[src/rtl/pipe_ctrl_pkg.sv]
// -----------------------------------------------------------------------------
// pipe_ctrl_pkg
// Shared definitions for the 5-stage core pipeline control logic:
//   - conditional-branch opcodes (beq / bne)
//   - hazard sequencer state encoding (2-bit)
//   - packed control-output bundle and its canonical values
//   - default register-specifier width
// -----------------------------------------------------------------------------
package pipe_ctrl_pkg;

  localparam int REG_W_DEFAULT = 5;

  localparam logic [5:0] OP_BEQ = 6'b000100;
  localparam logic [5:0] OP_BNE = 6'b000101;

  typedef enum logic [1:0] {
    HZ_IDLE     = 2'b00,
    HZ_LU_STALL = 2'b01,
    HZ_BR_WAIT  = 2'b10,
    HZ_BR_RES   = 2'b11
  } hz_state_t;

  // Registered control outputs, kept together so each FSM arm loads one value.
  typedef struct packed {
    logic stop_pc;
    logic stop_latch;
    logic bubble;
    logic flush_if_id;
    logic take_branch;
    logic busy;
  } hz_ctrl_t;

  localparam hz_ctrl_t CTRL_NONE    = hz_ctrl_t'(6'b000000);
  localparam hz_ctrl_t CTRL_LU      = hz_ctrl_t'(6'b111001);
  localparam hz_ctrl_t CTRL_BR_WAIT = hz_ctrl_t'(6'b101001);
  localparam hz_ctrl_t CTRL_BR_RES  = hz_ctrl_t'(6'b001001);
  // Taken resolution: redirect PC and kill the wrong-path fetch; sequencer is idle again.
  localparam hz_ctrl_t CTRL_TAKEN   = hz_ctrl_t'(6'b000110);

  // beq and bne differ only in opcode bit 0.
  function automatic logic is_cond_branch(input logic [5:0] opcode);
    return (opcode[5:1] == OP_BEQ[5:1]);
  endfunction

endpackage

[src/rtl/load_use_detect.sv]
// -----------------------------------------------------------------------------
// load_use_detect
// Combinational load-use hazard detector. Flags when the load currently in EX
// writes a register that the instruction in ID reads. Register 0 is hardwired
// to zero, so a load targeting it never creates a dependency.
// Ports:
//   mem_read_ex  in  1      instruction in EX is a load
//   rt_ex        in  REG_W  destination register of the load in EX
//   rs_id        in  REG_W  source register 1 of the instruction in ID
//   rt_id        in  REG_W  source register 2 of the instruction in ID
//   load_use     out 1      dependency detected
// -----------------------------------------------------------------------------
module load_use_detect
  import pipe_ctrl_pkg::*;
#(
  parameter int REG_W = REG_W_DEFAULT
) (
  input  logic             mem_read_ex,
  input  logic [REG_W-1:0] rt_ex,
  input  logic [REG_W-1:0] rs_id,
  input  logic [REG_W-1:0] rt_id,
  output logic             load_use
);

  logic dst_nonzero_s;
  logic src_match_s;

  // Compare the load destination against both ID source operands.
  always_comb begin
    dst_nonzero_s = (rt_ex != {REG_W{1'b0}});
    src_match_s   = (rt_ex == rs_id) || (rt_ex == rt_id);
    if (mem_read_ex && dst_nonzero_s && src_match_s) begin
      load_use = 1'b1;
    end else begin
      load_use = 1'b0;
    end
  end

endmodule

[src/rtl/branch_hazard_ctrl.sv]
// -----------------------------------------------------------------------------
// branch_hazard_ctrl
// Pipeline hazard sequencer for the 5-stage core. Detects conditional branches
// (beq/bne) and, optionally, load-use dependencies in ID, and drives the PC
// hold, IF/ID hold, ID/EX bubble and IF/ID flush controls until the branch
// outcome resolves in MEM.
//
// The controller updates on the FALLING edge of clk so the pipeline latches
// see stable controls on the following rising edge. All outputs are registered.
//
// Configuration macro: HAZARD_LOAD_USE_EN
//   defined   : load-use detection and the one-cycle LU_STALL are compiled in.
//   undefined : load-use is left to the forwarding unit; branch sequencing only.
//
// Parameters:
//   BR_WAIT  bubble cycles between branch detection in ID and MEM resolution (1..6)
//   REG_W    register-specifier width
// Ports:
//   clk          in  1      pipeline clock (controller uses falling edge)
//   rst          in  1      asynchronous active-low reset
//   opcode_id    in  6      opcode in ID
//   rs_id        in  REG_W  source register 1 in ID
//   rt_id        in  REG_W  source register 2 in ID
//   mem_read_ex  in  1      instruction in EX is a load
//   rt_ex        in  REG_W  load destination in EX
//   branch_mem   in  1      branch in MEM is taken (sampled only in BR_RES)
//   stop_pc      out 1      hold PC
//   stop_latch   out 1      hold IF/ID
//   bubble       out 1      zero ID/EX control fields
//   flush_if_id  out 1      invalidate IF/ID
//   take_branch  out 1      PC mux selects branch target
//   busy         out 1      sequencer not idle
// -----------------------------------------------------------------------------
module branch_hazard_ctrl
  import pipe_ctrl_pkg::*;
#(
  parameter int BR_WAIT = 2,
  parameter int REG_W   = REG_W_DEFAULT
) (
  input  logic             clk,
  input  logic             rst,
  input  logic [5:0]       opcode_id,
  input  logic [REG_W-1:0] rs_id,
  input  logic [REG_W-1:0] rt_id,
  input  logic             mem_read_ex,
  input  logic [REG_W-1:0] rt_ex,
  input  logic             branch_mem,
  output logic             stop_pc,
  output logic             stop_latch,
  output logic             bubble,
  output logic             flush_if_id,
  output logic             take_branch,
  output logic             busy
);

  // Last counter value spent in BR_WAIT_S; BR_WAIT <= 6 keeps it inside 3 bits.
  localparam logic [2:0] WAIT_LAST = 3'(BR_WAIT - 1);

  hz_state_t  state_r;
  logic [2:0] cnt_r;
  hz_ctrl_t   ctrl_r;

  logic is_branch_s;
  logic load_use_s;
  logic unused_ok_s;

`ifdef HAZARD_LOAD_USE_EN
  load_use_detect #(
    .REG_W (REG_W)
  ) u_load_use_detect (
    .mem_read_ex (mem_read_ex),
    .rt_ex       (rt_ex),
    .rs_id       (rs_id),
    .rt_id       (rt_id),
    .load_use    (load_use_s)
  );

  assign unused_ok_s = opcode_id[0];
`else
  // Load-use is handled by forwarding in this build; operand inputs are not needed.
  assign load_use_s  = 1'b0;
  assign unused_ok_s = ^{opcode_id[0], mem_read_ex, rt_ex, rs_id, rt_id};
`endif

  // ID-stage branch decode.
  always_comb begin
    if (is_cond_branch(opcode_id)) begin
      is_branch_s = 1'b1;
    end else begin
      is_branch_s = 1'b0;
    end
  end

  // Hazard FSM: state, wait counter and registered control outputs.
  always_ff @(negedge clk or negedge rst) begin
    if (!rst) begin
      state_r <= HZ_IDLE;
      cnt_r   <= 3'd0;
      ctrl_r  <= CTRL_NONE;
    end else begin
      case (state_r)
        HZ_IDLE: begin
          cnt_r <= 3'd0;
`ifdef HAZARD_LOAD_USE_EN
          // Load-use wins; a branch in ID stays held and is re-detected afterwards.
          if (load_use_s) begin
            state_r <= HZ_LU_STALL;
            ctrl_r  <= CTRL_LU;
          end else
`endif
          if (is_branch_s) begin
            state_r <= HZ_BR_WAIT;
            ctrl_r  <= CTRL_BR_WAIT;
          end else begin
            state_r <= HZ_IDLE;
            ctrl_r  <= CTRL_NONE;
          end
        end

`ifdef HAZARD_LOAD_USE_EN
        HZ_LU_STALL: begin
          state_r <= HZ_IDLE;
          cnt_r   <= 3'd0;
          ctrl_r  <= CTRL_NONE;
        end
`endif

        HZ_BR_WAIT: begin
          if (cnt_r == WAIT_LAST) begin
            // PC hold drops here; only the bubble covers the resolution cycle.
            state_r <= HZ_BR_RES;
            cnt_r   <= 3'd0;
            ctrl_r  <= CTRL_BR_RES;
          end else begin
            state_r <= HZ_BR_WAIT;
            cnt_r   <= cnt_r + 3'd1;
            ctrl_r  <= CTRL_BR_WAIT;
          end
        end

        HZ_BR_RES: begin
          state_r <= HZ_IDLE;
          cnt_r   <= 3'd0;
          if (branch_mem) begin
            ctrl_r <= CTRL_TAKEN;
          end else begin
            ctrl_r <= CTRL_NONE;
          end
        end

        default: begin
          state_r <= HZ_IDLE;
          cnt_r   <= 3'd0;
          ctrl_r  <= CTRL_NONE;
        end
      endcase
    end
  end

  assign stop_pc     = ctrl_r.stop_pc;
  assign stop_latch  = ctrl_r.stop_latch;
  assign bubble      = ctrl_r.bubble;
  assign flush_if_id = ctrl_r.flush_if_id;
  assign take_branch = ctrl_r.take_branch;
  assign busy        = ctrl_r.busy;

endmodule

[config.mk]
export PLATFORM = sky130hd
export DESIGN_NAME = branch_hazard_ctrl
export DESIGN_NICKNAME = d
export VERILOG_FILES = /design/src/rtl/pipe_ctrl_pkg.sv /design/src/rtl/load_use_detect.sv /design/src/rtl/branch_hazard_ctrl.sv
export SDC_FILE = /design/constraint.sdc
export NUM_CORES = 1
export LEC_CHECK = 0
export ABC_CLOCK_PERIOD_IN_PS = 1500
export BUFFER_PORTS_ARGS = -buffer_cell sky130_fd_sc_hd__buf_2
export CAP_MARGIN = 20
export CORE_AREA = 3 3 40 42
export CTS_CLUSTER_DIAMETER = 50
export DETAILED_ROUTE_END_ITERATION = 12
export DIE_AREA = 0 0 43 45
export GPL_TIMING_DRIVEN = 0
export HOLD_SLACK_MARGIN = 0.06
export SLEW_MARGIN = 5
export SYNTH_ARGS = -nofsm -noshare
export SYNTH_HDL_FRONTEND = slang
export SYNTH_SLANG_ARGS = --single-unit
[constraint.sdc]
create_clock -name clk -period 1.5 [get_ports clk]
set_clock_uncertainty 0.1 [all_clocks]
set_input_delay 0.15 -clock clk [delete_from_list [all_inputs] [get_ports clk]]
set_output_delay 0.15 -clock clk [all_outputs]
set_load 0.02 [all_outputs]
==> Implementation_results.wiki, run 1 <==
{| class="wikitable"
! Metric !! Value
|-
| Worst R2R Setup Slack || 310 ps
|-
| Vias in the first global route || between 200 and 250
|-
| Crit path launch type || flop
|-
| Cell seen most often among critical-path stages || sky130_fd_sc_hd__buf_6
|-
| Number of design rule violations left after detail routing || 0
|-
| Type of destination of the critical path || output pin
|-
| Setup repair after global routing missed its margin || yes
|-
| Net count after synthesis || between 50 and 60
|-
| Cell area after synthesis || 340 um2
|-
| Wire length of the first global-routing pass || 952 um
|-
| Row cnt || 13
|-
| Top cells by area, synth || sky130_fd_sc_hd__dfrtn_1 (59%), sky130_fd_sc_hd__buf_4 (6.6%), sky130_fd_sc_hd__nand3b_1 (4.4%), sky130_fd_sc_hd__o31ai_1 (4.4%), sky130_fd_sc_hd__or4b_4 (4.0%)
|-
| Antenna diode count || 0
|-
| Share of layout cells above drive strength 1 || 53.5%
|-
| Count of clock tree sinks || 8
|-
| Worst-path clk slew || 40 ps
|-
| Clock insertion delay at the later pin of the skew report || between 200 and 300 ps
|-
| Number of design-rule violations left by the first detailed-router iteration || 4
|-
| Crit-path leading delay family || flip-flops
|-
| Cells on worst reg2reg path || 2
|-
| Combinational power share || 35.8%
|-
| Top cell type by total area after synthesis || sky130_fd_sc_hd__dfrtn_1
|-
| GPL Wtd Cong || around 0.66
|-
| GRT Resource Usage Total || 7.14%
|-
| Die width || 43 um
|-
| Most common cell in the netlist || sky130_fd_sc_hd__dfrtn_1
|-
| WP data arrival || roughly 1600 ps
|-
| Root Buffer || sky130_fd_sc_hd__clkbuf_4
|-
| Critical path, cell by cell || buf_6 > buf_6
|-
| Slowest library cell on the worst path || sky130_fd_sc_hd__dfrtn_1
|-
| Primary flip-flop cell chosen by synthesis mapping || sky130_fd_sc_hd__dfrtn_1
|-
| CTS H-tree lvls || 1
|-
| Setup Slack @ Placement || -394 ps
|-
| Ratio of routed vias to standard cells || between 4 and 5
|-
| Vias after detailed routing || 257
|-
| Design internal power || ~500 uW
|-
| Net count reported at finish || 70
|-
| Yosys top cell area share || 58.8%
|-
| Most numerous cell types in the synthesized netlist || sky130_fd_sc_hd__dfrtn_1 (8), sky130_fd_sc_hd__buf_4 (3)
|-
| Worst hold slack across all endpoints || 258 ps
|-
| Number of fill cells in the layout || 129
|-
| Largest net degree at the start of global routing || 9
|-
| Destination of the worst register-to-register timing path || bubble
|-
| Ys async rst share || between 90% and 100%
|-
| CTS Hold Bufs || 0
|-
| Clock buffer count from CTS || 3
|-
| Initial antenna violation count || 0
|-
| Largest stage delay on the critical path || 420 ps
|-
| Floorplan die height || 45 um
|-
| Sw Ratio || 31.9%
|-
| Number of top-level pins || 31
|-
| Post-Synthesis Cells || 28
|-
| CTS tree || yes
|-
| Worst flop-to-flop path startpoint || state_r[0]
|-
| Leakage || 0.000236 uW
|-
| Portion of total power attributed to sequential cells || 42.6%
|-
| Fraction of power consumed by the clock network || 21.6%
|-
| Power spent charging and discharging nets || 233 uW
|-
| Area occupied by multi-input gates || 128 um2
|-
| Ys Warns || 0
|-
| Sequential share of the synthesized area || 58.8%
|-
| Maximum vdd drop || ~0.49 mV
|-
| Layout Utilization || 37.9%
|-
| Violated checks || negative setup slack
|-
| Synthesis-stage register bit count || 8
|-
| Total core area || 0.00128 mm2
|-
| Run status || finished with violations
|-
| Buffer depth of the longest clock path || 2
|-
| Class of the worst hold path || in -> async
|-
| Critical path buffer and inverter count || 2
|-
| Port Buffers || 12
|-
| Global route overflow || 0
|-
| Initial Utilization || 26.5%
|-
| Die area || 0.00194 mm2
|-
| Number of hold violations in the final report || 0
|-
| Max-capacitance violation count || 0
|-
| Power density over the cells || 1500 mW/mm2
|-
| Worst Path Max Fanout || 2
|-
| Total detailed-routing wirelength || 617 um
|-
| Average wire length per cell after detail routing || 10.6 um
|-
| Storage element area || 200 um2
|-
| Avg Synthesized Cell Area || 12.2 um2
|-
| Number of synthesized flops with an enable pin || 0
|-
| Crit Path Category || reg -> out
|-
| Endpoint required time on the critical path || 1250 ps
|-
| Number of max-slew violations in the final report || 0
|-
| Post-route worst setup slack || -369 ps
|-
| Antenna Violating Nets Remaining || 0
|-
| Number of unique standard cell types used by synthesis || 15
|-
| Number of failing setup endpoints in the final timing report || 7
|-
| Area delta synth->final || 43.0%
|-
| HPWL Detailed || 487 um
|-
| TritonRoute pass-1 iters || 4
|}
-- power groups by stage --
| stage | logic, uW | clock network [uW] | registers, uW |
|---|---|---|---|
| after global placement | 215 | 0 | 311 |
| final | 262 | 158 | 311 |
| after detailed placement | 220 | 0 | 313 |
| after CTS | 253 | 171 | 311 |
| after global routing | 279 | 176 | 322 |
| after floorplan | 122 | 0 | 337 |
-- layer usage --
metal	track usage, %	share of wire (%)	up-vias
met2	10.8	53	9
met3	5.18	8.9	0
li1	-	-	126
met1	7.43	38	122
met4	3.61	0	0
met5	0	0	-
-- logic make-up (layout without fill, tap and decap cells) --
| kind of cell | count (synthesis) | count (layout) | synth area share (%) |
|---|---|---|---|
| AND/OR/NAND/NOR | 10 | 10 | 21.3 |
| flip-flops | 8 | 8 | 58.8 |
| AO/OA/AOI/OAI | 6 | 6 | 12.1 |
| other | 1 | 1 | 1.10 |
| buffers and inverters | 3 | 18 | 6.62 |
-- registers in the layout, indices dropped and copies added (netlist names) --
| name | cells |
|---|---|
| bubble | 1 |
| cnt_r | 3 |
| state_r | 2 |
| flush_if_id | 1 |
| stop_pc | 1 |
-- stage by stage --
| step | instance area (um2) | setup TNS, ps | total power [uW] | cells |
|---|---|---|---|---|
| 3_3_place_gp | 427 | -1310 | 527 | 55 |
| 4_1_cts | 478 | -1840 | 734 | 58 |
| 5_1_grt | 487 | -2000 | 777 | 58 |
| 2_1_floorplan | 348 | -827 | 458 | 28 |
| 3_5_place_dp | 427 | -1410 | 533 | 55 |
| 6_report | 487 | -1730 | 732 | 58 |
-- layout make-up --
type | instances | area share (%)
buffer | 3 | 6.17
clock buffer | 3 | 4.63
multi-input combinational | 17 | 26.2
sequential | 8 | 41.1
tap | 15 | 3.86
timing repair buffer | 12 | 18.0
-- cells in the final DEF (no fill, tap or decap), types with 2 or more instances in the layout --
master                     n
sky130_fd_sc_hd__a21oi_1   2
sky130_fd_sc_hd__buf_2     7
sky130_fd_sc_hd__buf_4     2
sky130_fd_sc_hd__buf_6     6
sky130_fd_sc_hd__clkbuf_4  3
sky130_fd_sc_hd__dfrtn_1   8
sky130_fd_sc_hd__nand2b_1  2
sky130_fd_sc_hd__nand3b_1  2
sky130_fd_sc_hd__o31ai_2   2
-- worst max path at each step --
stage | from | slack [ps] | to | depth (start not counted)
6_report | flush_if_id | -370 | take_branch | 2
4_1_cts | bubble | -390 | busy | 2
5_1_grt | flush_if_id | -420 | take_branch | 2
2_1_floorplan | opcode_id[1] | -200 | bubble | 2
3_3_place_gp | opcode_id[1] | -330 | bubble | 3
3_5_place_dp | opcode_id[1] | -390 | bubble | 3
-- timing repair --
| action | 4_1_cts | 5_1_grt |
|---|---|---|
| gates resized for setup | 8 | 2 |
| cloned | 0 | 0 |
| endpoints found under the hold margin | 0 | 0 |
| setup endpoints to repair | 7 | 7 |
| buffers inserted | 0 | 0 |
(Power assumes the default switching activity.)
==> run 2: changes to the inputs <==
--- a/config.mk
+++ b/config.mk
@@ -8,13 +8,14 @@
 export ABC_CLOCK_PERIOD_IN_PS = 1500
 export BUFFER_PORTS_ARGS = -buffer_cell sky130_fd_sc_hd__buf_2
 export CAP_MARGIN = 20
-export CORE_AREA = 3 3 40 42
+export CORE_AREA = 2 2 39 41
 export CTS_CLUSTER_DIAMETER = 50
 export DETAILED_ROUTE_END_ITERATION = 12
-export DIE_AREA = 0 0 43 45
+export DIE_AREA = 0 0 41 43
 export GPL_TIMING_DRIVEN = 0
 export HOLD_SLACK_MARGIN = 0.06
 export SLEW_MARGIN = 5
 export SYNTH_ARGS = -nofsm -noshare
 export SYNTH_HDL_FRONTEND = slang
+export SYNTH_HIERARCHICAL = 1
 export SYNTH_SLANG_ARGS = --single-unit
==> run 2 against run 1 <==
Compared with the run above:
- the flow still finishes with violations (negative setup slack)
- non-clock buffer count unchanged
- worst setup slack got worse by 6.1 ps
- die area shrank 8.9%
- global-route usage is 2.2 points higher
- sequential power hardly changed
- synthesized cell count stayed put
- largest cell class unchanged
==> Implementation_results.wiki, run 2 <==
{| class="wikitable"
! Metric !! Value
|-
| Destination of the worst register-to-register timing path || bubble
|-
| Most common cell in the netlist || sky130_fd_sc_hd__dfrtn_1
|-
| Total core area || 0.00138 mm2 (+7.7%)
|-
| Critical path, cell by cell || buf_6 > buf_6
|-
| Leakage || 0.000237 uW (+0.42%)
|-
| Maximum vdd drop || 0.478 mV (-2.4%)
|-
| Power, Total || 748 uW (+2.2%)
|-
| HPWL Detailed || 428 um (-12%)
|-
| Number of unique standard cell types used by synthesis || 15 (unchanged)
|-
| CTS Hold Bufs || 0 (unchanged)
|-
| Buffer depth of the longest clock path || 2 (unchanged)
|-
| Leading cell type in the layout, fill and taps excluded || sky130_fd_sc_hd__dfrtn_1
|-
| Largest net degree at the start of global routing || 9 (unchanged)
|-
| Largest stage delay on the critical path || 420 ps (about the same)
|-
| Worst Path Max Fanout || 2 (unchanged)
|-
| Setup Slack @ Placement || -356 ps (+37.2 ps)
|-
| Antenna Violating Nets Remaining || 0 (unchanged)
|-
| Worst flop-to-flop path startpoint || state_r[0]
|-
| Ys async rst share || 100% (unchanged)
|-
| Yosys top cell area share || 58.8% (unchanged)
|-
| Flip-flop count of the largest register after layout || 3 (unchanged)
|-
| Crit-path leading delay family || flip-flops
|-
| Cells on worst reg2reg path || 2 (unchanged)
|-
| Number of design-rule violations left by the first detailed-router iteration || 1 (-3)
|-
| Setup repair after global routing missed its margin || yes
|-
| Most flop-heavy register || cnt_r
|-
| Count of clock tree sinks || 8 (unchanged)
|-
| Net count after synthesis || 53 (unchanged)
|-
| Number of design rule violations left after detail routing || 0 (unchanged)
|-
| Port Buffers || 12 (unchanged)
|-
| Number of hold violations in the final report || 0 (unchanged)
|-
| Worst hold slack across all endpoints || 255 ps (-2.95 ps)
|-
| Wire length of the first global-routing pass || 1010 um (+5.8%)
|-
| Storage element area || 200 um2 (unchanged)
|-
| Vias after detailed routing || 259 (+0.78%)
|-
| Max-capacitance violation count || 0 (unchanged)
|-
| Power density over the cells || 1510 mW/mm2 (+0.19%)
|-
| Row cnt || 14 (+1)
|-
| Vias in the first global route || 256 (+12%)
|-
| Endpoint required time on the critical path || 1250 ps (about the same)
|-
| Worst R2R Setup Slack || 290 ps (-20 ps)
|-
| Most numerous cell types in the synthesized netlist || sky130_fd_sc_hd__dfrtn_1 (8), sky130_fd_sc_hd__buf_4 (3)
|-
| Avg Synthesized Cell Area || 12.2 um2 (unchanged)
|-
| Number of synthesized flops with an enable pin || 0 (unchanged)
|-
| Clock insertion delay at the later pin of the skew report || 260 ps (about the same)
|-
| Placed Cells || 56 (+1.8%)
|-
| CTS tree || yes
|-
| Post-route worst setup slack || -375 ps (-6.13 ps)
|-
| Root Buffer || sky130_fd_sc_hd__clkbuf_4
|-
| Primary flip-flop cell chosen by synthesis mapping || sky130_fd_sc_hd__dfrtn_1
|-
| CTS H-tree lvls || 1 (unchanged)
|-
| Synthesis-stage register bit count || 8 (unchanged)
|-
| Worst-path clk slew || 40 ps (about the same)
|-
| Layout Utilization || 35.9% (-2.0 points)
|-
| Run status || finished with violations
|-
| Average wire length per cell after detail routing || 9.85 um (-7.4%)
|-
| Class of the worst hold path || in -> async
|-
| Clock buffer count from CTS || 3 (unchanged)
|-
| Sequential share of the synthesized area || 58.8% (unchanged)
|-
| WP data arrival || 1620 ps (about the same)
|-
| Total detailed-routing wirelength || 581 um (-5.8%)
|-
| Global route overflow || 0 (unchanged)
|-
| Slowest library cell on the worst path || sky130_fd_sc_hd__dfrtn_1
|-
| Violated checks || negative setup slack
|-
| Die width || 41 um (-4.7%)
|-
| Die area || 0.00176 mm2 (-8.9%)
|-
| Largest registers || cnt_r: 3 flops, state_r: 2 flops
|-
| TritonRoute pass-1 iters || 2 (-2)
|-
| Area delta synth->final || 46.0%
|-
| Area occupied by multi-input gates || 136 um2 (+6.9%)
|-
| Initial Utilization || 24.6% (-1.9 points)
|-
| Final non-filler cell total || 59 (+1.7%)
|-
| Ys Warns || 6 (+6)
|-
| Post-Synthesis Cells || 28 (unchanged)
|-
| Share of layout cells above drive strength 1 || 53.5% (unchanged)
|-
| GRT Resource Usage Total || 9.34% (+2.2 points)
|-
| Critical path buffer and inverter count || 2 (unchanged)
|-
| Number of failing setup endpoints in the final timing report || 7 (unchanged)
|-
| Top cells by area, synth || sky130_fd_sc_hd__dfrtn_1 (59%), sky130_fd_sc_hd__buf_4 (6.6%), sky130_fd_sc_hd__nand3b_1 (4.4%), sky130_fd_sc_hd__o31ai_1 (4.4%), sky130_fd_sc_hd__or4b_4 (4.0%)
|-
| Type of destination of the critical path || output pin
|-
| Top cell type by total area after synthesis || sky130_fd_sc_hd__dfrtn_1
|-
| Floorplan die height || 43 um (-4.4%)
|-
| Antenna diode count || 0 (unchanged)
|-
| GPL Wtd Cong || 0.645 (-2.5%)
|-
| Initial antenna violation count || 0 (unchanged)
|-
| Ratio of routed vias to standard cells || 4.39 (-0.93%)
|-
| Crit Path Category || reg -> out
|-
| Crit path launch type || flop
|-
| Top library cells by usage in the layout, fill and taps aside || sky130_fd_sc_hd__dfrtn_1 (8), sky130_fd_sc_hd__buf_2 (7), sky130_fd_sc_hd__buf_6 (6)
|-
| Buffers inserted by post-CTS timing repair || 0 (unchanged)
|-
| Net count reported at finish || 70 (unchanged)
|-
| Number of top-level pins || 31 (unchanged)
|-
| Cell area after synthesis || 340 um2 (unchanged)
|-
| Cell seen most often among critical-path stages || sky130_fd_sc_hd__buf_6
|-
| Number of max-slew violations in the final report || 0 (unchanged)
|-
| Number of fill cells in the layout || 149 (+16%)
|}
run 2: cells by family after synthesis:
logic type      Yosys count  synth area share (%)
other cells               1                  1.10
compound gates            6                  12.1
flops                     8                  58.8
simple gates             10                  21.3
buf+inv                   3                  6.62
run 2: layout make-up:
class	count	area share [%]
sequential	8	40.3
multi-input combinational	17	27.5
timing repair buffer	12	17.6
buffer	3	6.05
clock buffer	3	4.53
tap	16	4.03
run 2: how the worst max path moves through the flow:
stage,slack (ps),endpoint,cells past startpoint,startpoint
6_report,-370,take_branch,2,flush_if_id
5_1_grt,-420,busy,2,bubble
4_1_cts,-380,busy,2,bubble
3_5_place_dp,-360,state_r[1],3,opcode_id[1]
3_3_place_gp,-360,state_r[1],3,opcode_id[1]
2_1_floorplan,-200,bubble,2,opcode_id[1]
run 2: power by group:
part / switching (uW) / internal [uW] / total, uW
combinational: 133 / 140 / 274
sequential: 38.8 / 274 / 313
clock: 70.4 / 91.4 / 162
run 2: per-stage QoR:
step / area (um2) / TNS [ps]
2_1_floorplan: 348 / -827
3_3_place_gp: 428 / -1320
3_5_place_dp: 428 / -1370
4_1_cts: 485 / -1830
5_1_grt: 497 / -2030
6_report: 497 / -1780
run 2: what timing repair did:
action	CTS	global route
endpoints found under the setup margin	7	7
pin swaps	0	0
resized for setup	9	2
hold endpoints to repair	0	0
run 2: routing by layer:
metal	vias to the layer above	track usage (%)	part of all wire, %	wire, um
li1	127	-	-	-
met1	126	8.00	37	217
met2	6	13.8	59	342
met3	0	4.71	3.8	22
met4	0	10.0	0	0
met5	-	0	0	0
==> run 3: changes to the inputs <==
--- a/config.mk
+++ b/config.mk
@@ -9,11 +9,13 @@
 export BUFFER_PORTS_ARGS = -buffer_cell sky130_fd_sc_hd__buf_2
 export CAP_MARGIN = 20
 export CORE_AREA = 2 2 39 41
+export CTS_BUF_LIST = sky130_fd_sc_hd__clkbuf_4
 export CTS_CLUSTER_DIAMETER = 50
 export DETAILED_ROUTE_END_ITERATION = 12
 export DIE_AREA = 0 0 41 43
 export GPL_TIMING_DRIVEN = 0
 export HOLD_SLACK_MARGIN = 0.06
+export REMOVE_ABC_BUFFERS = 1
 export SLEW_MARGIN = 5
 export SYNTH_ARGS = -nofsm -noshare
 export SYNTH_HDL_FRONTEND = slang
==> run 3 against run 2 <==
Compared with the run above:
- global-route usage fell by 0.41 points
- largest cell class unchanged
- critical path type unchanged
- the run still ends with negative setup slack left
- combinational power fell by 7.3%
- via count fell by 7.3%
- power fell by 2.9%
- die area did not move
- worst setup slack improved by 56 ps
- sequential power barely moved
- critical path depth fell by 1
- clock power barely moved
- largest power group unchanged
- clock-buffer cell count did not move
==> Implementation_results.wiki, run 3 (same netlist as run 2, synthesis figures left out) <==
{| class="wikitable"
! Metric !! Value
|-
| Flip-flop count of the largest register after layout || 3 (unchanged)
|-
| Type of destination of the critical path || output pin
|-
| Die area || 0.00176 mm2 (unchanged)
|-
| Critical path depth in cells || 1 (-1)
|-
| Slowest library cell on the worst path || sky130_fd_sc_hd__dfrtn_1
|-
| WP data arrival || 1570 ps (-50 ps)
|-
| Run status || finished with violations
|-
| Root Buffer || sky130_fd_sc_hd__clkbuf_4
|-
| Global route overflow || 0 (unchanged)
|-
| Total detailed-routing wirelength || 616 um (+6.0%)
|-
| Largest net degree at the start of global routing || 9 (unchanged)
|-
| Crit Path Category || reg -> out
|-
| Final non-filler cell total || 56 (-5.1%)
|-
| Critical path, cell by cell || buf_4
|-
| Crit-path leading delay family || flip-flops
|-
| Area delta synth->final || 37.5%
|-
| Vias in the first global route || 233 (-9.0%)
|-
| GRT Resource Usage Total || 8.93% (-0.41 points)
|-
| Class of the worst hold path || in -> async
|-
| Wire length of the first global-routing pass || 966 um (-4.1%)
|-
| Final total negative setup slack || -1610 ps (+172 ps)
|-
| HPWL Detailed || 419 um (-2.1%)
|-
| Worst Path Max Fanout || 2 (unchanged)
|-
| Crit path launch type || flop
|-
| Antenna Violating Nets Remaining || 0 (unchanged)
|-
| Power, Total || 727 uW (-2.9%)
|-
| Leakage || 0.000219 uW (-7.5%)
|-
| Most flop-heavy register || cnt_r
|-
| Average wire length per cell after detail routing || 11.0 um (+12%)
|-
| Number of fill cells in the layout || 137 (-8.1%)
|-
| Total core area || 0.00138 mm2 (unchanged)
|-
| CTS tree || yes
|-
| Buffer depth of the longest clock path || 2 (unchanged)
|-
| CTS H-tree lvls || 1 (unchanged)
|-
| Count of clock tree sinks || 8 (unchanged)
|-
| Cells on worst reg2reg path || 2 (unchanged)
|-
| Final instance area || 468 um2 (-5.8%)
|-
| Vias after detailed routing || 240 (-7.3%)
|-
| Setup repair after global routing missed its margin || yes
|-
| Largest stage delay on the critical path || 410 ps (about the same)
|-
| Largest registers || cnt_r: 3 flops, state_r: 2 flops
|-
| Ratio of routed vias to standard cells || 4.29 (-2.4%)
|-
| Leading cell type in the layout, fill and taps excluded || sky130_fd_sc_hd__dfrtn_1
|-
| Initial antenna violation count || 0 (unchanged)
|-
| Top library cells by usage in the layout, fill and taps aside || sky130_fd_sc_hd__dfrtn_1 (8), sky130_fd_sc_hd__buf_2 (6), sky130_fd_sc_hd__buf_4 (4)
|-
| Buffers inserted by post-CTS timing repair || 0 (unchanged)
|-
| Number of top-level pins || 31 (unchanged)
|-
| Number of design-rule violations left by the first detailed-router iteration || 2 (+1)
|-
| Worst flop-to-flop path startpoint || state_r[0]
|-
| Share of layout cells above drive strength 1 || 52.5% (-0.99 points)
|-
| Initial Utilization || 24.6% (unchanged)
|-
| Antenna diode count || 0 (unchanged)
|-
| Worst setup startpoint || bubble
|-
| Placed Cells || 53 (-5.4%)
|-
| Number of failing setup endpoints in the final timing report || 7 (unchanged)
|-
| Floorplan die height || 43 um (unchanged)
|-
| Maximum vdd drop || 0.887 mV (+86%)
|-
| Violated checks || negative setup slack
|-
| Cell area after placement || 398 um2 (-7.0%)
|-
| Number of max-slew violations in the final report || 0 (unchanged)
|-
| Post-route worst setup slack || -319 ps (+55.7 ps)
|-
| Clock buffer count from CTS || 3 (unchanged)
|-
| GPL Wtd Cong || 0.660 (+2.4%)
|-
| Net count reported at finish || 67 (-4.3%)
|-
| CTS Hold Bufs || 0 (unchanged)
|-
| Power density over the cells || 1550 mW/mm2 (+3.1%)
|-
| Die width || 41 um (unchanged)
|-
| Worst hold slack across all endpoints || 257 ps (+2.54 ps)
|-
| Critical path buffer and inverter count || 1 (-1)
|-
| Worst-path clk slew || 40 ps (about the same)
|-
| Endpoint required time on the critical path || 1250 ps (about the same)
|-
| Max-capacitance violation count || 0 (unchanged)
|-
| Number of hold violations in the final report || 0 (unchanged)
|-
| TritonRoute pass-1 iters || 4 (+2)
|-
| Port Buffers || 12 (unchanged)
|-
| Number of design rule violations left after detail routing || 0 (unchanged)
|-
| Clock insertion delay at the later pin of the skew report || 260 ps (about the same)
|-
| Row cnt || 14 (unchanged)
|}
==> run 3: cell count changes in the layout (fill, tap and decap cells not counted) <==
cell | previous run | this run
sky130_fd_sc_hd__buf_4 | 2 | 4
sky130_fd_sc_hd__o22ai_1 | 1 | 0
sky130_fd_sc_hd__o22ai_2 | 0 | 1
sky130_fd_sc_hd__buf_6 | 6 | 2
sky130_fd_sc_hd__buf_2 | 7 | 6
==> run 3: what timing repair did <==
item                                    4_1_cts  5_1_grt
pin swaps                                     0        1
gates resized for setup                       6        5
endpoints found under the setup margin        7        8
==> run 3: area by class of cell <==
class / count / area [um2] / area share [%]
Clock buffer: 3 / 22.5 / 4.81
Tap cell: 16 / 20.0 / 4.28
Timing Repair Buffer: 12 / 82.6 / 17.6
Sequential cell: 8 / 200 / 42.8
Multi-Input combinational cell: 17 / 143 / 30.5
==> run 3: final timing paths <==
kind / to / slack [ps]
min in group clk: cnt_r[0] / 320
max reg2reg: state_r[1] / 280
max: bubble / -320
max in group asynchronous: cnt_r[2] / 850
min reg2reg: cnt_r[0] / 320
min: stop_pc / 260
==> run 3: power breakdown <==
group / internal [uW] / switching (uW) / leakage (uW)
clock: 91.2 / 68.0 / 0.0000138
sequential: 274 / 39.5 / 0.000107
combinational: 120 / 133 / 0.0000983
==> run 3: stage by stage <==
| stage | util, % | setup WS (ps) |
|---|---|---|
| 3_5_place_dp | 28.8 | -350 |
| 2_1_floorplan | - | -202 |
| 4_1_cts | 32.1 | -326 |
| 5_1_grt | 33.8 | -341 |
| 6_report | 33.8 | -319 |
| 3_3_place_gp | 28.8 | -338 |
==> run 3: metal layers <==
layer / GRT usage (%) / share of wire (%) / vias to the layer above
met5: 0 / 0 / -
met4: 10.0 / 5.0 / 0
met3: 4.19 / 11 / 4
met2: 10.0 / 39 / 15
met1: 11.0 / 44 / 101
li1: - / - / 120
